`config.mk`:
```
export PLATFORM = sky130hd
export DESIGN_NAME = wb_port_arbiter
export DESIGN_NICKNAME = d
export VERILOG_FILES = /design/src/rtl/wb_port_arbiter_pkg.sv /design/src/rtl/wb_rr_picker.sv /design/src/rtl/wb_port_arbiter.sv
export SDC_FILE = /design/constraint.sdc
export NUM_CORES = 1
export LEC_CHECK = 0
export ABC_AREA = 1
export CORE_ASPECT_RATIO = 0.5
export CORE_MARGIN = 1
export CORE_UTILIZATION = 42
export DETAILED_ROUTE_END_ITERATION = 8
export PLACE_DENSITY = 0.81
export SETUP_SLACK_MARGIN = 0.3
export SLEW_MARGIN = 15
export SYNTH_ARGS = -nofsm -noshare
export SYNTH_HDL_FRONTEND = slang
export SYNTH_SLANG_ARGS = --single-unit
export TNS_END_PERCENT = 10
```
`constraint.sdc`:
```
create_clock -name clk_sig -period 3.3 [get_ports clk_sig]
set_input_delay 0.66 -clock clk_sig [delete_from_list [all_inputs] [get_ports clk_sig]]
set_output_delay 0.66 -clock clk_sig [all_outputs]
set_load 0.005 [all_outputs]
```
`src/rtl/wb_port_arbiter_pkg.sv`:
```
// wb_port_arbiter_pkg: shared constants for the writeback port arbiter.
package wb_port_arbiter_pkg;
  localparam int REQ_ALU = 0;
  localparam int REQ_LD = 1;
  localparam int REQ_MD = 2;
  localparam logic [4:0] REG_ZERO = 5'd0;
  localparam int NUM_REGS = 32;
endpackage

```
`src/rtl/wb_rr_picker.sv`:
```
// wb_rr_picker: one-hot grant from a valid vector; round-robin from ptr under
// WB_RR_ARB_EN, otherwise fixed priority with the highest index winning.
module wb_rr_picker #(
  parameter int NREQ = 3
) (
  input  logic [NREQ-1:0]         valid,
`ifdef WB_RR_ARB_EN
  input  logic [$clog2(NREQ)-1:0] ptr,
`endif
  output logic [NREQ-1:0]         gnt
);
`ifdef WB_RR_ARB_EN
  // Walk offsets from the far end so the requester nearest ptr is assigned last.
  always_comb begin
    gnt = '0;
    for (int k = NREQ - 1; k >= 0; k--)
      if (valid[(int'(ptr) + k) % NREQ]) gnt = NREQ'(1) << ((int'(ptr) + k) % NREQ);
  end
`else
  always_comb begin
    gnt = '0;
    for (int k = 0; k < NREQ; k++)
      if (valid[k]) gnt = NREQ'(1) << k;
  end
`endif
endmodule

```
`src/rtl/wb_port_arbiter.sv`:
```
// wb_port_arbiter: shares the register bank write port among writeback sources and
// tracks busy destinations for decode hazards; WB_RR_ARB_EN selects round-robin.
module wb_port_arbiter
  import wb_port_arbiter_pkg::*;
#(
  parameter int NREQ = 3,
  parameter int AW = 5,
  parameter int DW = 32
) (
  input  logic               clk_sig,
  input  logic               rst_sig,
  input  logic [NREQ-1:0]    req_valid,
  input  logic [NREQ*AW-1:0] req_addr,
  input  logic [NREQ*DW-1:0] req_data,
  output logic [NREQ-1:0]    req_ready,
  output logic               wr_en,
  output logic [AW-1:0]      rd_addr,
  output logic [DW-1:0]      rd_data,
  input  logic               iss_valid,
  input  logic [AW-1:0]      iss_addr,
  input  logic               q_rs_en,
  input  logic [AW-1:0]      q_rs_addr,
  input  logic               q_rt_en,
  input  logic [AW-1:0]      q_rt_addr,
  output logic               hazard_stall,
  output logic [31:0]        busy_vec
);
  logic [NREQ-1:0] valid_g, gnt;
  logic [AW-1:0] g_addr;
  logic [DW-1:0] g_data;
  logic any_gnt, iss_set;
  logic [NUM_REGS-1:0] busy, set_mask, clr_mask;
  assign valid_g = rst_sig ? '0 : req_valid;
`ifdef WB_RR_ARB_EN
  localparam int PW = $clog2(NREQ);
  logic [PW-1:0] ptr, ptr_nxt;
  wb_rr_picker #(.NREQ(NREQ)) u_pick (.valid(valid_g), .ptr(ptr), .gnt(gnt));
  always_comb begin
    ptr_nxt = ptr;
    for (int i = 0; i < NREQ; i++)
      if (gnt[i]) ptr_nxt = (i == NREQ - 1) ? '0 : PW'(i + 1);
  end
  always_ff @(posedge clk_sig or posedge rst_sig)
    if (rst_sig) ptr <= '0;
    else ptr <= ptr_nxt;
`else
  wb_rr_picker #(.NREQ(NREQ)) u_pick (.valid(valid_g), .gnt(gnt));
`endif
  always_comb begin
    g_addr = '0;
    g_data = '0;
    for (int i = 0; i < NREQ; i++) begin
      g_addr = g_addr | (gnt[i] ? req_addr[i*AW +: AW] : '0);
      g_data = g_data | (gnt[i] ? req_data[i*DW +: DW] : '0);
    end
  end
  assign any_gnt = |gnt;
  assign req_ready = gnt;
  assign hazard_stall = (q_rs_en & busy[q_rs_addr]) | (q_rt_en & busy[q_rt_addr]) |
                        (iss_valid & busy[iss_addr]);
  assign iss_set = iss_valid && iss_addr != AW'(REG_ZERO) && !hazard_stall;
  assign set_mask = iss_set ? NUM_REGS'(1) << iss_addr : '0;
  assign clr_mask = any_gnt ? NUM_REGS'(1) << g_addr : '0;
  assign busy_vec = busy;
  // Set is applied after clear so a new producer wins over a same-edge writeback.
  always_ff @(posedge clk_sig or posedge rst_sig)
    if (rst_sig) begin
      busy <= '0;
      wr_en <= 1'b0;
      rd_addr <= '0;
      rd_data <= '0;
    end else begin
      busy <= ((busy & ~clr_mask) | set_mask) & ~NUM_REGS'(1);
      wr_en <= any_gnt && g_addr != AW'(REG_ZERO);
      rd_addr <= any_gnt ? g_addr : rd_addr;
      rd_data <= any_gnt ? g_data : rd_data;
    end
endmodule
```
==> tab_implementation.tex <==
\begin{tabular}{lr}
\hline
Metric & Value \\
\hline
\multicolumn{2}{l}{\textbf{Outcome}} \\
Outcome & finished clean \\
\multicolumn{2}{l}{\textbf{Hold path}} \\
Worst hold-check path type & reg2reg \\
\multicolumn{2}{l}{\textbf{Synth}} \\
Distinct cell type count of the synthesized netlist & 29 \\
Post-synth design cell area & 4600 um2 \\
Syn Inst Count & 702 \\
Net count of the mapped netlist & 836 \\
Mean instance size in the synthesized netlist & 6.56 um2 \\
Synth warn & 0 \\
EDFF count, synth & 0 \\
Fraction of synthesis flops using an asynchronous set or reset pin & 1.00 \\
Most used flip-flop cell after synthesis & dfrtp\_1 \\
Sequential fraction of the synthesis area & 0.375 \\
Flops \& latches, synth & 69 \\
\multicolumn{2}{l}{\textbf{Floorplanning}} \\
Standard cell core area & 10,400 um2 \\
Die footprint & 11,400 um2 \\
Die Y & 76.0 um \\
Initial Util & 0.442 \\
Die X-Extent & 150 um \\
Top Ports & 208 \\
Number of placement rows & 26 \\
\multicolumn{2}{l}{\textbf{GRT}} \\
Maximum number of pins on one net before global-route repair & 43 \\
Wire length of the first global-routing pass & 27,300 um \\
Global route overflow & 0 \\
Overall routing resource usage & 0.308 \\
Initial antenna violation count & 0 \\
Number of global-route vias before repair & 5,454 \\
\multicolumn{2}{l}{\textbf{Cells and area}} \\
Highest-count cells in the layout ignoring fill and taps & nand2\_1, clkdlybuf4s50\_1, nand3\_1 \\
Layout Nets & 1,052 \\
Share of cells above drive strength 1 & 0.0955 \\
Post-route standard cell area excluding fillers & 7210 um2 \\
Synthesis-to-finish area growth & 56.6\% \\
Final core utilization & 0.692 \\
Antenna diode count & 0 \\
Most common cell after layout, fill and taps aside & nand2\_1 \\
Filler-free cell count of the finished design & 1,061 \\
\multicolumn{2}{l}{\textbf{CTS}} \\
Register clock-pin slew on the reported worst setup and hold paths & 0.05 ns \\
Number of buffers added by the clock tree synthesis step & 9 \\
Worst skew pair latency & 0.33 ns \\
Hold-fix buffers, CTS & 0 \\
Max H-tree Level & 3 \\
Number of buffers on the longest clock path & 2 \\
Cell at the root of the clock tree & clkbuf\_16 \\
CTS tree & yes \\
Num Clock Sinks & 69 \\
\multicolumn{2}{l}{\textbf{STA}} \\
Timing-limited maximum frequency & 343 MHz \\
Minimum period implied by the final worst setup slack & 2.92 ns \\
Hold violation total from the final report & 0 \\
Worst slew margin relative to its limit & 0.424 \\
Setup repair after global routing missed its margin & no \\
Post-Route Hold Slack & 0.479 ns \\
Final worst-path cycle share & 0.884 \\
Final count of pins violating max slew & 0 \\
Worst-Margin Slew & 0.864 ns \\
\# setup viols final & 0 \\
Worst Setup Slack, final & 0.381 ns \\
Worst clock skew & 0.00427 ns \\
\multicolumn{2}{l}{\textbf{Routing}} \\
Drt first pass iters & 5 \\
WL/cell & 16.3 um \\
Drc violations & 0 \\
Via density per instance & 5.37 \\
Starting DRT DRC Count & 446 \\
Final Routed Wirelength & 17,300 um \\
Via total after detailed routing & 5,698 \\
Antenna-violating nets left & 0 \\
\multicolumn{2}{l}{\textbf{Power and ir drop}} \\
Reported net switching power & 1.02 mW \\
Fraction of power consumed by the clock network & 0.263 \\
Cell internal pwr & 2.11 mW \\
Sw Share & 0.326 \\
Part of the total power dissipated in sequential elements & 0.385 \\
Proportion of power drawn by combinational gates & 0.352 \\
Leak & 3.31 nW \\
Peak supply drop & 255 uV \\
Ratio of total power to cell area & 436 nW/um2 \\
\multicolumn{2}{l}{\textbf{Setup path}} \\
Peak fanout along the critical path & 4 \\
Slowest cell on crit path & clkdlybuf4s50\_1 \\
Required time reported for the critical path endpoint & 2.64 ns \\
Slowest cell delay on critical path & 0.48 ns \\
Most prevalent standard cell on the critical path & nand3\_1 \\
CP Cell Sequence & dlygate4sd2\_1 > buf\_2 > nand3\_1 > nand3\_1 > nand3\_1 > nand3\_1 > nand3\_1 > nand2\_2 > nor2\_4 > inv\_1 > clkdlybuf4s50\_1 \\
Data arrival time at the worst-slack endpoint & 2.26 ns \\
Endpoint class of the critical path & output pin \\
Crit path launch type & primary input \\
WS Path Type & in2out \\
\multicolumn{2}{l}{\textbf{Placement}} \\
Post-detailed-placement cell area & 6890 um2 \\
Final weighted congestion of routability-driven global placement & 1.01 \\
Buffers on Ports & 206 \\
Number of cells after detailed placement & 1,040 \\
Post-placement setup slack & -0.0631 ns \\
Hpwl dp & 13,000 um \\
\multicolumn{2}{l}{\textbf{Run}} \\
Max Cap Viol & 0 \\
\hline
\end{tabular}
logic make-up after synthesis:
kind of cell,count (synthesis),share of synthesized area
AND/OR/NAND/NOR,468,0.436
AO/OA/AOI/OAI,72,0.0990
other,1,0.000815
buffers and inverters,92,0.0894
flip-flops,69,0.375
state kept, by name (all words and copies together) (netlist names):
signal and cells:
rd_data 32, busy_vec 31, rd_addr 5, wr_en 1
final cells by class:
class	instances	area, um2
Clock inverter	3	15.0
Sequential cell	69	1730
Tap cell	140	175
Multi-Input combinational cell	541	2480
Inverter	51	199
Timing Repair Buffer	246	2380
Fill cell	888	3200
Clock buffer	11	233
final timing paths:
check	slack [ns]	depth (start not counted)	from	end
setup / recovery	0.38	11	q_rt_addr[1]	hazard_stall
max in group asynchronous	2.00	3	rst_sig	rd_addr[0]
min in group asynchronous	0.85	3	rst_sig	rd_data[0]
hold reg to reg	0.48	2	rd_data[16]	rd_data[16]
setup reg to reg	1.27	13	busy_vec[15]	busy_vec[8]
hold / removal	0.48	2	rd_data[16]	rd_data[16]
routing by layer:
metal / vias to the layer above / global-route usage / routed length, um
met2: 281 / 0.513 / 8210
met5: - / 0 / 0
met3: 44 / 0.0808 / 1460
li1: 2745 / - / -
met4: 0 / 0.116 / 522
met1: 2628 / 0.383 / 7090
critical path, delay by kind of cell:
| family | cells | cell delay [ns] |
|---|---|---|
| buf+inv | 4 | 1.00 |
| simple gates | 7 | 0.59 |
Yosys cell counts (2+ instances only):
cell	number	area (um2)
nor4_1	5	31.3
o21ai_1	12	60.1
nand2_1	263	987
nand3_1	135	676
inv_2	11	41.3
nor2_1	43	161
dfrtp_1	69	1730
nand2_2	2	12.5
buf_1	5	18.8
a21oi_4	2	32.5
a22oi_1	18	135
buf_6	6	67.6
nand4_1	15	93.8
inv_1	39	146
nor2_2	3	18.8
buf_2	11	55.1
clkbuf_1	17	63.8
o211ai_1	2	15.0
buf_4	2	15.0
o21ai_0	30	150
a21oi_1	3	15.0
a21oi_2	2	17.5
power groups by stage:
stage               logic, mW  registers [mW]  clock network [mW]
finish                   1.10            1.21               0.826
global route             1.22            1.22               0.876
CTS                      1.10            1.20               0.834
detailed placement       1.09            1.21                   0
global placement         1.07            1.21                   0
floorplan               0.455            1.15                   0
repair_timing:
item / 4_1_cts / 5_1_grt
gates cloned: 1 / 1
setup buffers: 4 / 1
gates resized for setup: 28 / 14
endpoints found under the setup margin: 1 / 1
pin swaps: 2 / 3
hold endpoints to repair: 0 / 0
per-stage QoR:
stage                     setup TNS (ns)  total power [mW]
after floorplan                        0              1.61
after global placement           -0.0835              2.28
after detailed placement         -0.0631              2.29
after CTS                              0              3.13
after global routing                   0              3.32
final                                  0              3.14
Note: power is estimated with default switching activity, not from simulation.
==> RTL change, RTL diff (same flow settings) <==
Change the package constant `REG_ZERO` from 5'd0 to 5'd1.
--- a/src/rtl/wb_port_arbiter_pkg.sv
+++ b/src/rtl/wb_port_arbiter_pkg.sv
@@ -4,5 +4,5 @@
   localparam int REQ_LD = 1;
   localparam int REQ_MD = 2;
-  localparam logic [4:0] REG_ZERO = 5'd0;
+  localparam logic [4:0] REG_ZERO = 5'd1;
   localparam int NUM_REGS = 32;
 endpackage
Behaviour: not the same (a bounded check fails within 4 cycles, from zero or initial values and one cycle with rst_sig high).
==> RTL change against the unedited design <==
- fmax is 2.0% lower
- sequential cell count stayed put
- synthesized area is 0.73% higher
- synthesized cell count is 0.28% higher
- power is 5.4% higher
- wire length is 3.4% higher
- worst setup slack worse by 0.060 ns
- cell area is 1.6% higher
- critical path depth is 2 lower
- register-to-register slack better by 0.10 ns
- critical path type unchanged
==> RTL change: results <==
metrics = {
    "grt": {
        "grt_util_all_layers": 0.321,
        "grt_max_degree": 44,
    },
    "timing": {
        "fin_skew_ns": 0.00503,
        "period_needed_ns": 2.98,
        "max_slew.worst_pin.slew_ns": 0.868,
    },
    "pwr": {
        "p_leak_nw": 3.35,
        "ir_worst_vdd_mv": 0.276,
    },
    "worst_setup_path": {
        "r2r_slack_ns": 1.37,
        "r2r_end": "busy_vec[17]",
        "reg2reg_depth": 12,
        "cp.arrival_ns": 2.32,
        "crit_start": "q_rt_addr[3]",
        "cp_max_fo": 3,
        "reg2reg_from": "busy_vec[4]",
    },
    "synth": {
        "syn_inst": 704,
        "synth_seq_area_share": 0.372,
        "yosys-top-cells-count": "262 x nand2_1, 128 x nand3_1, 69 x dfrtp_1, 46 x inv_1, 42 x nor2_1",
        "yosysUniqueCellTypes": 31,
    },
    "worst_hold_path": {
        "holdCritStartpoint": "rd_data[27]",
    },
    "placed_design": {
        "hpwl_mm": 13.5,
        "place_area_um2": 6910,
        "place_congestion": 0.927,
    },
    "final_layout": {
        "fill_cells": 863,
        "nets": 1050,
    },
    "status": {
        "status": "complete, no violations",
    },
    "die": {
        "dieArea_um2": 11500,
    },
    "detailed_routing": {
        "drt_iter0_drc": 448,
    },
}
RTL change: cell count changes in the layout (fill, tap and decap cells not counted), moves of 3 or more:
cell        delta
inv_1          +6
nor2_4         +4
buf_6          -3
a21oi_1        +3
nand3_1        -7
clkinvlp_4     +3
nand2_1        -4
RTL change: layer usage:
layer | global-route usage | share of wire | vias to the layer above
met5 | 0 | 0 | -
met4 | 0.119 | 0.026 | 0
met3 | 0.132 | 0.11 | 42
met2 | 0.522 | 0.48 | 272
met1 | 0.380 | 0.38 | 2655
li1 | - | - | 2729
RTL change: repair_timing:
action | 4_1_cts | 5_1_grt
resized for setup | 34 | 19
setup endpoints to repair | 1 | 2
pin swaps | 1 | 3
buffers inserted | 3 | 0
gates cloned | 2 | 1
RTL change: cell families (layout without fill, tap and decap cells):
logic type | Yosys count | count (layout) | share of synthesized area
other | 1 | 1 | 0.000809
AND/OR/NAND/NOR | 462 | 462 | 0.432
buffers and inverters | 98 | 315 | 0.0953
AO/OA/AOI/OAI | 74 | 74 | 0.0999
flip-flops | 69 | 69 | 0.372
RTL change: area by class of cell:
type | count | area share
sequential | 69 | 0.236
tap | 140 | 0.0239
inverter | 57 | 0.0306
multi-input combinational | 537 | 0.341
clock inverter | 6 | 0.0118
timing repair inverter | 1 | 0.00103
timing repair buffer | 241 | 0.323
clock buffer | 10 | 0.0326
RTL change: worst min-delay path, cell delays in order (launching register included):
cell and delay [ns]:
dfrtp_1 0.34, nand2_1 0.05, nand4_1 0.06
RTL change: power by group:
group | switching [mW] | internal (mW) | total [mW]
Combinational | 0.480 | 0.592 | 1.07
Sequential | 0.191 | 0.997 | 1.19
Clock | 0.369 | 0.680 | 1.05
